==> config.mk <==
export PLATFORM = sky130hd
export DESIGN_NAME = dbus_arbiter
export DESIGN_NICKNAME = d
export VERILOG_FILES = /design/src/rtl/dbus_arbiter.sv
export SDC_FILE = /design/constraint.sdc
export NUM_CORES = 1
export LEC_CHECK = 0
export BUFFER_PORTS_ARGS = -buffer_cell sky130_fd_sc_hd__buf_2
export CAP_MARGIN = 20
export CORE_MARGIN = 2
export CORE_UTILIZATION = 42
export CTS_CLUSTER_SIZE = 20
export DETAILED_ROUTE_END_ITERATION = 10
export PLACE_DENSITY_LB_ADDON = 0.25
export SYNTH_ARGS = -nofsm -noshare
export SYNTH_HDL_FRONTEND = slang
export SYNTH_SLANG_ARGS = --single-unit
==> constraint.sdc <==
create_clock -name clk -period 1.8 [get_ports clk]
set_clock_uncertainty 0.1 [all_clocks]
set_input_delay 0.09 -clock clk [delete_from_list [all_inputs] [get_ports clk]]
set_output_delay 0.09 -clock clk [all_outputs]
set_load 0.005 [all_outputs]
==> src/rtl/dbus_arbiter.sv <==
// Two-master data-bus arbiter (core D-bus m0, debug SBA m1) onto one slave port.
// Define DBUS_ARB_RR_EN for round-robin ties; otherwise m1 has fixed priority.
module dbus_arbiter #(
    parameter int TIMEOUT_CYCLES = 255
) (
    input  logic        clk,
    input  logic        rst_n,

    input  logic        m0_bstart,
    input  logic [31:0] m0_addr,
    input  logic        m0_ttype,
    input  logic [1:0]  m0_tsize,
    input  logic [31:0] m0_wdata,
    output logic [31:0] m0_rdata,
    output logic        m0_bdone,
    output logic        m0_berr,

    input  logic        m1_bstart,
    input  logic [31:0] m1_addr,
    input  logic        m1_ttype,
    input  logic [1:0]  m1_tsize,
    input  logic [31:0] m1_wdata,
    output logic [31:0] m1_rdata,
    output logic        m1_bdone,
    output logic        m1_berr,

    output logic        s_bstart,
    output logic [31:0] s_addr,
    output logic        s_ttype,
    output logic [1:0]  s_tsize,
    output logic [31:0] s_wdata,
    input  logic [31:0] s_rdata,
    input  logic        s_bdone,

    output logic [1:0]  grant
);

    localparam logic [15:0] TMO_LAST = 16'(TIMEOUT_CYCLES - 1);

    typedef enum logic [1:0] {
        IDLE  = 2'd0,
        ISSUE = 2'd1,
        WAIT  = 2'd2,
        DONE  = 2'd3
    } state_t;

    state_t state;
    state_t state_nx;

    logic [15:0] cnt;
    logic        req_any;
    logic        pick_m1;

    logic        do_latch;
    logic        do_issue;
    logic        do_count;
    logic        do_release;
    logic        hit;
    logic        tmo;
    logic        finish;

    logic [31:0] sel_addr;
    logic        sel_ttype;
    logic [1:0]  sel_tsize;
    logic [31:0] sel_wdata;

    assign req_any = m0_bstart | m1_bstart;

`ifdef DBUS_ARB_RR_EN
    // rr_m1 set means m1 wins the next tie; it follows whoever finished last
    logic rr_m1;

    always_ff @(posedge clk or negedge rst_n) begin
        if (!rst_n) begin
            rr_m1 <= 1'b0;
        end else if (state == DONE) begin
            rr_m1 <= grant[0];
        end
    end

    always_comb begin
        pick_m1 = m1_bstart & (~m0_bstart | rr_m1);
    end
`else
    always_comb begin
        pick_m1 = m1_bstart;
    end
`endif

    always_comb begin
        sel_addr  = m0_addr;
        sel_ttype = m0_ttype;
        sel_tsize = m0_tsize;
        sel_wdata = m0_wdata;
        unique case (1'b1)
            pick_m1: begin
                sel_addr  = m1_addr;
                sel_ttype = m1_ttype;
                sel_tsize = m1_tsize;
                sel_wdata = m1_wdata;
            end
            default: begin
            end
        endcase
    end

    // state register
    always_ff @(posedge clk or negedge rst_n) begin
        if (!rst_n) begin
            state <= IDLE;
        end else begin
            state <= state_nx;
        end
    end

    // next-state logic
    always_comb begin
        state_nx = state;
        unique case (state)
            IDLE:  if (req_any) state_nx = ISSUE;
            ISSUE: state_nx = WAIT;
            WAIT:  if (finish) state_nx = DONE;
            DONE:  state_nx = IDLE;
            default: state_nx = IDLE;
        endcase
    end

    // output / control decode
    always_comb begin
        do_latch   = 1'b0;
        do_issue   = 1'b0;
        do_count   = 1'b0;
        do_release = 1'b0;
        hit        = 1'b0;
        tmo        = 1'b0;
        unique case (state)
            IDLE:  do_latch = req_any;
            ISSUE: do_issue = 1'b1;
            WAIT: begin
                hit      = s_bdone;
                tmo      = ~s_bdone & (cnt == TMO_LAST);
                do_count = ~s_bdone & (cnt != TMO_LAST);
            end
            DONE:  do_release = 1'b1;
            default: begin
            end
        endcase
    end

    assign finish = hit | tmo;

    always_ff @(posedge clk or negedge rst_n) begin
        if (!rst_n) begin
            grant   <= 2'b00;
            s_addr  <= 32'd0;
            s_ttype <= 1'b0;
            s_tsize <= 2'd0;
            s_wdata <= 32'd0;
        end else if (do_latch) begin
            grant   <= pick_m1 ? 2'b10 : 2'b01;
            s_addr  <= sel_addr;
            s_ttype <= sel_ttype;
            s_tsize <= sel_tsize;
            s_wdata <= sel_wdata;
        end else if (do_release) begin
            grant   <= 2'b00;
        end
    end

    // s_bstart is registered, giving the two-cycle request latency
    always_ff @(posedge clk or negedge rst_n) begin
        if (!rst_n) begin
            s_bstart <= 1'b0;
        end else begin
            s_bstart <= do_issue;
        end
    end

    always_ff @(posedge clk or negedge rst_n) begin
        if (!rst_n) begin
            cnt <= 16'd0;
        end else if (do_issue) begin
            cnt <= 16'd0;
        end else if (do_count) begin
            cnt <= cnt + 16'd1;
        end
    end

    // completion is registered on WAIT exit so it is visible during DONE
    always_ff @(posedge clk or negedge rst_n) begin
        if (!rst_n) begin
            m0_bdone <= 1'b0;
            m0_berr  <= 1'b0;
            m0_rdata <= 32'd0;
            m1_bdone <= 1'b0;
            m1_berr  <= 1'b0;
            m1_rdata <= 32'd0;
        end else begin
            m0_bdone <= finish & grant[0];
            m0_berr  <= tmo & grant[0];
            m0_rdata <= (hit & grant[0]) ? s_rdata : 32'd0;
            m1_bdone <= finish & grant[1];
            m1_berr  <= tmo & grant[1];
            m1_rdata <= (hit & grant[1]) ? s_rdata : 32'd0;
        end
    end

endmodule

==> results.json <==
{
  "vdd_drop_max_mv": 0.680,
  "synth_cell_types": 38,
  "cts-htree-levels": 4,
  "ys_seq_area_share_pct": 61.3,
  "die_h_um": 127,
  "gp_congestion": 0.825,
  "hold_slack_ns": 0.0583,
  "clock_power_share_pct": 28.4,
  "track_usage_pct": 26.3,
  "syn-instance-count": 553,
  "top_layer": "met4",
  "boundaryPins": 309,
  "core_area_um2": 14600,
  "ys_ff_latch": 156,
  "initial_core_util_pct": 43.5,
  "route.met3.wl_mm": 1.30,
  "drv_slew": 0,
  "clock_latency_ns": 0.42,
  "wire_per_inst_um": 17.5,
  "drt_first_pass_iters": 4,
  "finalHoldViolCount": 0,
  "dp.cells": 1049,
  "vias_per_cell": 5.03,
  "maxCapViolations": 0,
  "p_leak_nw": 5.77,
  "root_buffer": "clkbuf_16",
  "drive_gt1_share_pct": 38.2,
  "start_kind": "register",
  "wl_met1_mm": 8.40,
  "min_period_ns": 1.82,
  "crit_path_end_kind": "register",
  "syn_area_um2": 6370,
  "n_fill_cell": 945,
  "ant_nets": 0,
  "powerDensity_nw_per_um2": 1170,
  "rows": 44,
  "setup_slack_ns": -0.0203,
  "synthesis.nets": 731,
  "hp-class": "input pin to asynchronous set/reset pin",
  "clock_path_buffers": 2,
  "drt-total-wl_mm": 22.0,
  "relSlewSlack_pct": 65.2,
  "setup_viol": 1,
  "crit_type": "register to register",
  "violations": "setup timing",
  "arrival_ns": 2.03,
  "fp.dieArea_um2": 16200,
  "grt_overflow": 0,
  "grt_pass1_vias": 6550,
  "fmax_mhz": 549,
  "clk_pin_slew_ns": 0.07,
  "path_max_fanout": 7,
  "drtIter0Drc": 321,
  "antenna_found_initial": 0,
  "multiInputGateArea_um2": 2420,
  "tightest_slew_ns": 0.522,
  "rsz0062_at_grt": "yes",
  "post-route-util_pct": 73.7,
  "grt_pass1_wl_mm": 33.1,
  "p_switching_w": 0.00424,
  "fin_nets": 1237,
  "drc_errors": 0,
  "yosys_warnings": 0,
  "power_frac_seq_pct": 39.1,
  "finalPower_w": 0.0126,
  "required_ns": 2.01,
  "status": "finished with violations",
  "cts-buffers-inserted": 17,
  "syn_to_final_growth_pct": 69.5,
  "netSwitchingFraction_pct": 33.6,
  "grt_max_degree": 70,
  "dr_total_vias": 6328,
  "syn_area_per_cell_um2": 11.5,
  "wl_met2_mm": 11.4,
  "cts.sinks": 156,
  "port_buffers": 308,
  "dp_hpwl_mm": 12.9,
  "cts_tree": "done",
  "period_share_pct": 101,
  "pre_cts_ws_ns": -0.0436,
  "fin_cells": 1257,
  "pwr-share-comb_pct": 32.5,
  "seqCellArea_um2": 3910,
  "internal_power_w": 0.00838,
  "die_w_um": 127
}
## power groups by stage
stage / clock network [W] / logic [W] / registers, W
after floorplan: 0 / 0.00142 / 0.00499
after global placement: 0 / 0.00330 / 0.00489
after detailed placement: 0 / 0.00342 / 0.00493
after CTS: 0.00368 / 0.00379 / 0.00488
after global routing: 0.00380 / 0.00446 / 0.00503
final: 0.00358 / 0.00410 / 0.00494
## stage by stage
stage | setup TNS, ns | area, um2
6_report | -0.0203 | 10800
3_5_place_dp | -0.109 | 8370
3_3_place_gp | -0.0271 | 8370
5_1_grt | -0.314 | 10800
2_1_floorplan | -0.0354 | 6370
4_1_cts | -0.0400 | 10700
## critical path, stage by stage, from the launching register on
cell	delay, ns
dfrtp_1	0.41
nor4_4	0.32
nand4_4	0.13
o21ai_4	0.25
and2b_1	0.20
mux2_4	0.30
## sequential cells by signal, summed over array words and instances, names as in the netlist
register and flops:
s_ttype 1, grant 2, s_wdata 32, state 2, s_addr 32, s_bstart 1
m0_rdata 32, m1_bdone 1, m0_bdone 1, m1_berr 1, m1_rdata 32, s_tsize 2
cnt 16, m0_berr 1
## placed cells by master, fill, tap and decap left out, drive strengths merged, types with 3 or more instances in the layout
cell type    count
o21ai           78
or3              3
xnor2            5
inv             14
dfrtp          156
ha               7
nor2            12
a21oi            5
and2            65
buf            350
nand4            4
and3             7
nand3            3
nand2           78
mux2i           67
dlygate4sd3    168
clkbuf          18
xor2             4
or2              4
## cell usage after synthesis (all sizes together)
library cell	n	area share, %
nand3	3	0.24
nor2	12	0.71
and2	65	6.4
and4	2	0.28
mux2i	67	11
clkbuf	21	1.2
o21ai	77	6.2
and2b	1	0.12
or3	3	0.29
buf	11	0.79
o31ai	1	0.12
o311ai	1	0.14
mux2	1	0.18
or4	2	0.24
ha	7	1.4
or2	4	0.39
nor4	1	0.33
nand3b	2	0.24
nor2b	2	0.20
xor2	4	0.55
nand4	4	0.63
xnor2	5	0.69
o32a	1	0.16
nand2	78	4.6
nor3	2	0.16
nor4b	2	0.28
o41ai	1	0.14
and3	7	0.69
a21oi	5	0.39
dfrtp	156	61
nor3b	1	0.12
inv	4	0.24
## per-layer routing
metal	track usage [%]	vias up
met2	46.8	327
met3	5.78	63
met5	0	-
li1	-	2876
met4	12.7	0
met1	30.0	3062
## cell families after synthesis
kind of cell | after synthesis | share of synthesized area [%]
simple gates | 191 | 15.9
mux | 68 | 10.7
xor+xnor | 9 | 1.24
compound gates | 86 | 7.17
flops | 156 | 61.3
fa+ha+maj | 7 | 1.38
buf+inv | 36 | 2.26
## final timing paths
check	to	cells past startpoint	slack (ns)	from
setup / recovery	state[1]	5	-0.02	cnt[11]
hold / removal	m0_rdata[25]	2	0.06	rst_n
setup reg to reg	state[1]	5	-0.02	cnt[11]
hold reg to reg	s_addr[18]	2	0.38	s_addr[18]
max in group asynchronous	m1_rdata[18]	3	0.90	rst_n
min in group clk	s_ttype	4	0.13	m1_bstart
## cell type report
type	instances	area share [%]
antenna	1	0.0232
clock buffer	18	4.07
tap	184	2.13
clock inverter	14	1.40
sequential	156	36.2
inverter	4	0.139
timing repair buffer	518	33.6
multi-input combinational	362	22.4
## what timing repair did
item / 4_1_cts / 5_1_grt
pin swaps: 3 / 10
buffers inserted: 3 / 3
hold endpoints to repair: 288 / 0
hold buffers: 168 / 0
gates resized for setup: 5 / 20
endpoints found under the setup margin: 4 / 82
gates cloned: 0 / 1
Note: power is estimated with default switching activity, not from simulation.
